$ cat config.mk
export PLATFORM = sky130hd
export DESIGN_NAME = stamp_counter_sched_flat
export DESIGN_NICKNAME = d
export VERILOG_FILES = /design/src/rtl/stamp_pkg.sv /design/src/rtl/stamp_counter_sched_if.sv /design/src/rtl/stamp_rr_arbiter.sv /design/src/rtl/stamp_counter_sched.sv /design/src/flat_wrapper.sv
export SDC_FILE = /design/constraint.sdc
export NUM_CORES = 1
export LEC_CHECK = 0
export ABC_AREA = 1
export BUFFER_PORTS_ARGS = -buffer_cell sky130_fd_sc_hd__buf_2
export CAP_MARGIN = 20
export CORE_MARGIN = 4
export CORE_UTILIZATION = 45
export CTS_BUF_LIST = sky130_fd_sc_hd__clkbuf_2 sky130_fd_sc_hd__clkbuf_4 sky130_fd_sc_hd__clkbuf_8
export DETAILED_ROUTE_END_ITERATION = 12
export PLACE_DENSITY_LB_ADDON = 0.08
export SLEW_MARGIN = 20
export SYNTH_ARGS = -nofsm -noshare
export SYNTH_HDL_FRONTEND = slang
export SYNTH_SLANG_ARGS = --single-unit
$ cat constraint.sdc
create_clock -name axi_aclk -period 7.85 [get_ports axi_aclk]
set_input_delay 1.1775 -clock axi_aclk [delete_from_list [all_inputs] [get_ports axi_aclk]]
set_output_delay 1.1775 -clock axi_aclk [all_outputs]
set_load 0.01 [all_outputs]
$ cat src/rtl/stamp_pkg.sv
// stamp_pkg: command encodings, FSM state type and default increments for the stamp counter scheduler.
package stamp_pkg;
  typedef enum logic [1:0] {
    CMD_SET_INC_INT  = 2'b00,
    CMD_LOAD         = 2'b01,
    CMD_ADJUST       = 2'b10,
    CMD_SET_INC_FRAC = 2'b11
  } cmd_op_e;
  typedef enum logic {ST_IDLE, ST_EXEC} state_e;
  localparam logic [7:0] DEF_INC_INT  = 8'd1;
  localparam int         DEF_INC_FRAC = 0;
endpackage

$ cat src/rtl/stamp_counter_sched_if.sv
// stamp_counter_sched_if: command handshake, snapshot request/grant and live stamp bundle.
interface stamp_counter_sched_if
  import stamp_pkg::*;
#(
  parameter int TIMESTAMP_WIDTH = 64,
  parameter int NUM_REQ         = 4,
  parameter int ID_WIDTH        = 2
);
  logic                       cmd_valid;
  logic                       cmd_ready;
  cmd_op_e                    cmd_op;
  logic [TIMESTAMP_WIDTH-1:0] cmd_data;
  logic [NUM_REQ-1:0]         req;
  logic [NUM_REQ-1:0]         gnt;
  logic                       snap_valid;
  logic [TIMESTAMP_WIDTH-1:0] snap_data;
  logic [ID_WIDTH-1:0]        snap_id;
  logic [TIMESTAMP_WIDTH-1:0] stamp_counter;
  modport master (
    output cmd_valid, cmd_op, cmd_data, req,
    input  cmd_ready, gnt, snap_valid, snap_data, snap_id, stamp_counter
  );
  modport slave (
    input  cmd_valid, cmd_op, cmd_data, req,
    output cmd_ready, gnt, snap_valid, snap_data, snap_id, stamp_counter
  );
endinterface

$ cat src/rtl/stamp_rr_arbiter.sv
// stamp_rr_arbiter: round-robin arbiter with registered one-hot grant, valid and granted index.
module stamp_rr_arbiter #(
  parameter int NUM_REQ  = 4,
  parameter int ID_WIDTH = 2
) (
  input  logic                clk,
  input  logic                rst,
  input  logic [NUM_REQ-1:0]  i_req,
  output logic [NUM_REQ-1:0]  o_gnt,
  output logic                o_valid,
  output logic [ID_WIDTH-1:0] o_idx
);
  logic [ID_WIDTH-1:0] r_ptr;
  logic [ID_WIDTH-1:0] w_pick;
  logic [ID_WIDTH-1:0] w_ptr_nxt;
  logic [NUM_REQ-1:0]  w_rot;
  logic                w_hit;
  // rotate so bit 0 is the pointer position; scanning downwards leaves the nearest request
  always_comb begin
    w_rot  = NUM_REQ'({i_req, i_req} >> r_ptr);
    w_hit  = 1'b0;
    w_pick = '0;
    for (int i = NUM_REQ - 1; i >= 0; i--)
      if (w_rot[i]) begin
        w_hit  = 1'b1;
        w_pick = ID_WIDTH'((int'(r_ptr) + i) % NUM_REQ);
      end
    w_ptr_nxt = (w_pick == ID_WIDTH'(NUM_REQ - 1)) ? '0 : w_pick + 1'b1;
  end
  always_ff @(posedge clk or posedge rst)
    if (rst) begin
      r_ptr   <= '0;
      o_gnt   <= '0;
      o_valid <= 1'b0;
      o_idx   <= '0;
    end else begin
      o_valid <= w_hit;
      o_gnt   <= w_hit ? NUM_REQ'(1) << w_pick : '0;
      if (w_hit) begin
        o_idx <= w_pick;
        r_ptr <= w_ptr_nxt;
      end
    end
endmodule

$ cat src/rtl/stamp_counter_sched.sv
// stamp_counter_sched: fixed-point timestamp accumulator with command FSM and round-robin snapshot access.
// Optional PPS capture enabled by STAMP_COUNTER_SCHED_PPS_EN.
module stamp_counter_sched
  import stamp_pkg::*;
#(
  parameter int TIMESTAMP_WIDTH = 64,
  parameter int FRAC_WIDTH      = 24,
  parameter int NUM_REQ         = 4,
  parameter int ID_WIDTH        = 2
) (
  input  logic                       axi_aclk,
  input  logic                       axi_reset,
  stamp_counter_sched_if.slave       bus
`ifdef STAMP_COUNTER_SCHED_PPS_EN
  ,
  input  logic                       pps,
  output logic                       pps_valid,
  output logic [TIMESTAMP_WIDTH-1:0] pps_stamp
`endif
);
  localparam int AW = TIMESTAMP_WIDTH + FRAC_WIDTH;
  logic [AW-1:0]              r_acc;
  state_e                     r_state;
  logic                       r_cmd_ready;
  cmd_op_e                    r_op;
  logic [TIMESTAMP_WIDTH-1:0] r_data;
  logic [7:0]                 r_inc_int;
  logic [FRAC_WIDTH-1:0]      r_inc_frac;
  logic [TIMESTAMP_WIDTH-1:0] r_snap_data;
  logic [AW-1:0]              w_inc;
  logic [AW-1:0]              w_adj;
  logic [AW-1:0]              w_acc_nxt;
  logic [TIMESTAMP_WIDTH-1:0] w_stamp;
  logic                       w_exec;
  logic                       w_fire;
  assign w_stamp = r_acc[AW-1:FRAC_WIDTH];
  assign w_exec  = r_state == ST_EXEC;
  assign w_fire  = bus.cmd_valid & r_cmd_ready;
  assign w_inc   = AW'({r_inc_int, r_inc_frac});
  // adjust rides on top of the normal increment; operand is full stamp width so sign extension is implicit
  assign w_adj     = (w_exec && r_op == CMD_ADJUST) ? {r_data, {FRAC_WIDTH{1'b0}}} : '0;
  assign w_acc_nxt = (w_exec && r_op == CMD_LOAD) ? {r_data, {FRAC_WIDTH{1'b0}}} : r_acc + w_inc + w_adj;
  always_ff @(posedge axi_aclk or posedge axi_reset)
    if (axi_reset) begin
      r_state     <= ST_IDLE;
      r_cmd_ready <= 1'b0;
      r_op        <= CMD_SET_INC_INT;
      r_data      <= '0;
      r_inc_int   <= DEF_INC_INT;
      r_inc_frac  <= FRAC_WIDTH'(DEF_INC_FRAC);
    end else if (r_state == ST_IDLE) begin
      r_cmd_ready <= !w_fire;
      if (w_fire) begin
        r_state <= ST_EXEC;
        r_op    <= bus.cmd_op;
        r_data  <= bus.cmd_data;
      end
    end else begin
      r_state     <= ST_IDLE;
      r_cmd_ready <= 1'b1;
      if (r_op == CMD_SET_INC_INT) r_inc_int <= r_data[7:0];
      if (r_op == CMD_SET_INC_FRAC) r_inc_frac <= r_data[FRAC_WIDTH-1:0];
    end
  // snapshot samples the pre-increment stamp on the same edge the arbiter registers its grant
  always_ff @(posedge axi_aclk or posedge axi_reset)
    if (axi_reset) begin
      r_acc       <= '0;
      r_snap_data <= '0;
    end else begin
      r_acc <= w_acc_nxt;
      if (|bus.req) r_snap_data <= w_stamp;
    end
  stamp_rr_arbiter #(.NUM_REQ(NUM_REQ), .ID_WIDTH(ID_WIDTH)) u_arb (
    .clk     (axi_aclk),
    .rst     (axi_reset),
    .i_req   (bus.req),
    .o_gnt   (bus.gnt),
    .o_valid (bus.snap_valid),
    .o_idx   (bus.snap_id)
  );
  assign bus.cmd_ready     = r_cmd_ready;
  assign bus.snap_data     = r_snap_data;
  assign bus.stamp_counter = w_stamp;
`ifdef STAMP_COUNTER_SCHED_PPS_EN
  logic [2:0]                 r_pps_sync;
  logic                       r_pps_valid;
  logic [TIMESTAMP_WIDTH-1:0] r_pps_stamp;
  always_ff @(posedge axi_aclk or posedge axi_reset)
    if (axi_reset) begin
      r_pps_sync  <= '0;
      r_pps_valid <= 1'b0;
      r_pps_stamp <= '0;
    end else begin
      r_pps_sync  <= {r_pps_sync[1:0], pps};
      r_pps_valid <= r_pps_sync[1] & ~r_pps_sync[2];
      if (r_pps_sync[1] & ~r_pps_sync[2]) r_pps_stamp <= w_stamp;
    end
  assign pps_valid = r_pps_valid;
  assign pps_stamp = r_pps_stamp;
`endif
endmodule

$ cat src/flat_wrapper.sv
// flat-port wrapper written by rule: the top's interface ports become plain ports
module stamp_counter_sched_flat import stamp_pkg::*;
#(
  parameter int TIMESTAMP_WIDTH = 64,
  parameter int FRAC_WIDTH      = 24,
  parameter int NUM_REQ         = 4,
  parameter int ID_WIDTH        = 2
)
  (axi_aclk, axi_reset, bus_cmd_valid, bus_cmd_op, bus_cmd_data, bus_req, bus_cmd_ready, bus_gnt, bus_snap_valid, bus_snap_data, bus_snap_id, bus_stamp_counter);
  stamp_counter_sched_if #(.TIMESTAMP_WIDTH(TIMESTAMP_WIDTH), .NUM_REQ(NUM_REQ), .ID_WIDTH(ID_WIDTH)) bus_i ();
  input  logic axi_aclk;
  input  logic axi_reset;
  input wire logic [$bits(bus_i.cmd_valid)-1:0] bus_cmd_valid;
  input wire logic [$bits(bus_i.cmd_op)-1:0] bus_cmd_op;
  input wire logic [$bits(bus_i.cmd_data)-1:0] bus_cmd_data;
  input wire logic [$bits(bus_i.req)-1:0] bus_req;
  output wire logic [$bits(bus_i.cmd_ready)-1:0] bus_cmd_ready;
  output wire logic [$bits(bus_i.gnt)-1:0] bus_gnt;
  output wire logic [$bits(bus_i.snap_valid)-1:0] bus_snap_valid;
  output wire logic [$bits(bus_i.snap_data)-1:0] bus_snap_data;
  output wire logic [$bits(bus_i.snap_id)-1:0] bus_snap_id;
  output wire logic [$bits(bus_i.stamp_counter)-1:0] bus_stamp_counter;
  assign bus_i.cmd_valid = bus_cmd_valid;
  assign bus_i.cmd_op = bus_cmd_op;
  assign bus_i.cmd_data = bus_cmd_data;
  assign bus_i.req = bus_req;
  assign bus_cmd_ready = bus_i.cmd_ready;
  assign bus_gnt = bus_i.gnt;
  assign bus_snap_valid = bus_i.snap_valid;
  assign bus_snap_data = bus_i.snap_data;
  assign bus_snap_id = bus_i.snap_id;
  assign bus_stamp_counter = bus_i.stamp_counter;
  stamp_counter_sched #(.TIMESTAMP_WIDTH(TIMESTAMP_WIDTH), .FRAC_WIDTH(FRAC_WIDTH), .NUM_REQ(NUM_REQ), .ID_WIDTH(ID_WIDTH)) u_core (.axi_aclk(axi_aclk), .axi_reset(axi_reset), .bus(bus_i));
endmodule
==> metrics.yaml <==
final_layout:
  area_growth_pct: 10.71
  diodes: 0
  fin_nets: 3455
  drive_gt1_frac: 0.1044
  fill_cells: 4512
routing:
  drc: 0
  dr.pass1.iters: 6
  drtIter0Drc: 1772
  wl_mm: 72.10
  wl_per_cell_um: 18.87
  detail_route.vias_per_cell: 5.015
  vias: 19161
  antenna_left: 0
synthesis:
  synthTopCellsByArea: "dfrtp_1 (33%), nand2_1 (23%), ha_1 (11%)"
  ys_seq_area_frac: 0.3288
  synth_nets: 3309
  syn_area_um2: 19870
  synth_edf_count: 0
  netlist_instances: 3058
  synth-seq-cells: 261
  yosysWarnings: 0
  async_flop_share: 1.000
  synth_top_area_share: 0.3275
  synth_common_cells: "nand2_1 (1,209), inv_1 (536), nor2_1 (271)"
  avgSynthCellArea_um2: 6.497
  synth.distinct_cells: 36
  yosysTopAreaCell: "dfrtp_1"
  synth.most_common_cell: "nand2_1"
  synth-main-ff-cell: "dfrtp_1"
grt:
  grtUsageTotal: 0.3010
  grt_antenna_before_repair: 1
  grt_pass1_vias: 18221
  grt_pass1_wl_mm: 108.5
  grt_max_degree: 134
  grt_overflow: 0
power_and_ir_drop:
  power.switching_mw: 4.157
  clockPowerShare: 0.167
  p_leak_nw: 12.92
  pwr-share-comb: 0.547
  p_int_mw: 4.188
  swShare: 0.4981
  seq_power_share: 0.287
  power_density_nw_per_um2: 379.5
  ir_worst_vdd_v: 0.0002157
placed_design:
  place.gp.congestion: 1.017
  port_buffers: 208
  place_hpwl_mm: 59.20
  pre_cts_ws_ns: 3.658
die:
  dieHeight_um: 218.1
  core_area_um2: 43360
  initial_utilization: 0.4582
  dieWidth_um: 218.1
  io_pins: 209
  dieArea_um2: 47570
  rows: 76
worst_setup_path:
  crit_type: "flop to flop"
  cp_cell_sequence: "inv_1 -> nor3_1 -> inv_2 -> buf_4 -> nor2_1 -> ha_1 -> ha_1 -> nand2_1 -> nor2_1 -> nand2_1 -> nor4_1 -> nand2_1 -> nand2_1 -> nand2_1 -> nand3_1 -> nand2_1"
  start_kind: "flop"
  cpLargestDelayFamily: "simple AND/OR/NAND/NOR gates"
  cp_num_buf_inv: 3
  crit_required_ns: 8.34
  crit_arrival_ns: 4.85
  slowest_stage: "nor4_1"
  critPathCaptureType: "flop"
  cpMostUsedCell: "nand2_1"
  critPathMaxFanout: 62
  cpPeakStageDelay_ns: 0.88
clocking:
  post_cts_resized: 0
  numCtsBuffers: 45
  cts.clk_slew.worst_paths_ns: 0.06
  clock-root-buffer: "clkbuf_8"
  cts_tree: "yes"
  h-tree-depth: 2
  postCtsSetupRepairBufs: 0
  cts_sinks: 261
  postCtsHoldBufs: 0
  clk_latency_ns: 0.63
  clock_path_buffers: 3
job:
  max_cap_violations: 0
sta:
  worst_pin_slew_ns: 0.9977
  slew_viol_final: 0
  finalCritPeriodShare: 0.5551
  min_period_ns: 4.358
  setup_viol: 0
  slew_headroom: 0.3287
  setup_ws_ns: 3.492
  fin_tns_setup_ns: 0
  finalHoldViolCount: 0
  max_freq_mhz: 229.5
  rsz0062_at_grt: "false"
  fin_skew_ns: 0.02810
worst_hold_path:
  hold_class: "flop to flop"
outcome:
  status: "finished clean"
-- final timing paths --
check | startpoint | endpoint | slack [ns] | depth (start not counted)
min in group asynchronous | axi_reset | u_core.u_arb.o_valid | 0.85 | 3
worst max-delay path | u_core.r_op[1] | u_core.r_acc[80] | 3.49 | 16
worst min-delay path | u_core.r_data[31] | u_core.r_acc[55] | 0.47 | 2
worst max register to register | u_core.r_op[1] | u_core.r_acc[80] | 3.49 | 16
max in group asynchronous | axi_reset | u_core.bus.snap_data[40] | 5.52 | 4
worst min register to register | u_core.r_data[31] | u_core.r_acc[55] | 0.47 | 2
-- worst reg2reg max path: cells and delay by family (launching register included) --
family,cells,cell delay (ns)
AND/OR/NAND/NOR,11,2.25
buffers and inverters,3,0.75
adder cells (fa/ha/maj),2,0.83
flip-flops,1,0.39
-- metrics by stage --
step	cells	cell area, um^2	power (mW)	hold WS (ns)	utilization
2_1_floorplan	3058	19870	5.410	0.4489	-
3_3_place_gp	3742	20990	6.834	0.4563	0.4840
3_5_place_dp	3742	20990	6.908	0.4596	0.4840
4_1_cts	3821	21990	8.338	0.4595	0.5072
5_1_grt	3821	21990	9.028	0.4772	0.5072
6_report	3821	21990	8.346	0.4682	0.5072
-- layer usage --
metal	GRT usage	wire length, um
met1	0.4658	35640
met2	0.4375	29450
met3	0.06118	5811
met4	0.05667	1205
met5	0	0
-- cell families after synthesis --
kind of cell    count (synthesis)  share of synthesized area
compound gates                260                    0.06789
xor+xnor                       34                    0.01499
fa+ha+maj                     178                     0.1155
buf+inv                       661                     0.1409
flops                         261                     0.3288
simple gates                 1664                     0.3319
-- registers in the layout, summed over array words and instances (netlist names) --
| name | flops |
|---|---|
| u_core.r_acc | 88 |
| u_core.u_arb.o_valid | 1 |
| u_core.bus.cmd_ready | 1 |
| u_core.u_arb.o_idx | 2 |
| u_core.r_data | 64 |
| u_core.bus.snap_data | 64 |
| u_core.r_state | 1 |
| u_core.u_arb.o_gnt | 4 |
| u_core.r_inc_int | 8 |
| u_core.u_arb.r_ptr | 2 |
| u_core.r_op | 2 |
| u_core.r_inc_frac | 24 |
-- placed cells by master (no fill, tap or decap), types with 15 or more instances in the layout --
master,n
dfrtp_1,260
nor2_1,271
nand3_1,109
o21ai_0,141
a21oi_1,87
o21ai_1,15
nand2_1,1209
clkbuf_8,60
ha_1,169
nor3_1,22
buf_2,208
inv_1,534
xnor2_1,26
-- power by group through the flow --
stage / sequential, mW / combinational [mW] / clock (mW)
2_1_floorplan: 2.30 / 3.11 / 0
3_3_place_gp: 2.38 / 4.45 / 0
3_5_place_dp: 2.40 / 4.51 / 0
4_1_cts: 2.38 / 4.54 / 1.42
5_1_grt: 2.45 / 5.10 / 1.48
6_report: 2.39 / 4.56 / 1.39
-- cell type report --
type	instances	area, um^2	share of cell area
multi-input cells	2136	10550	0.4795
flip-flops and latches	261	6533	0.2970
inverters	540	2033	0.09245
repair buffers	220	1144	0.05200
clock buffers	68	885.9	0.04028
well taps	585	732.0	0.03328
clock inverters	11	120.1	0.005461
Note: power is estimated with default switching activity, not from simulation.
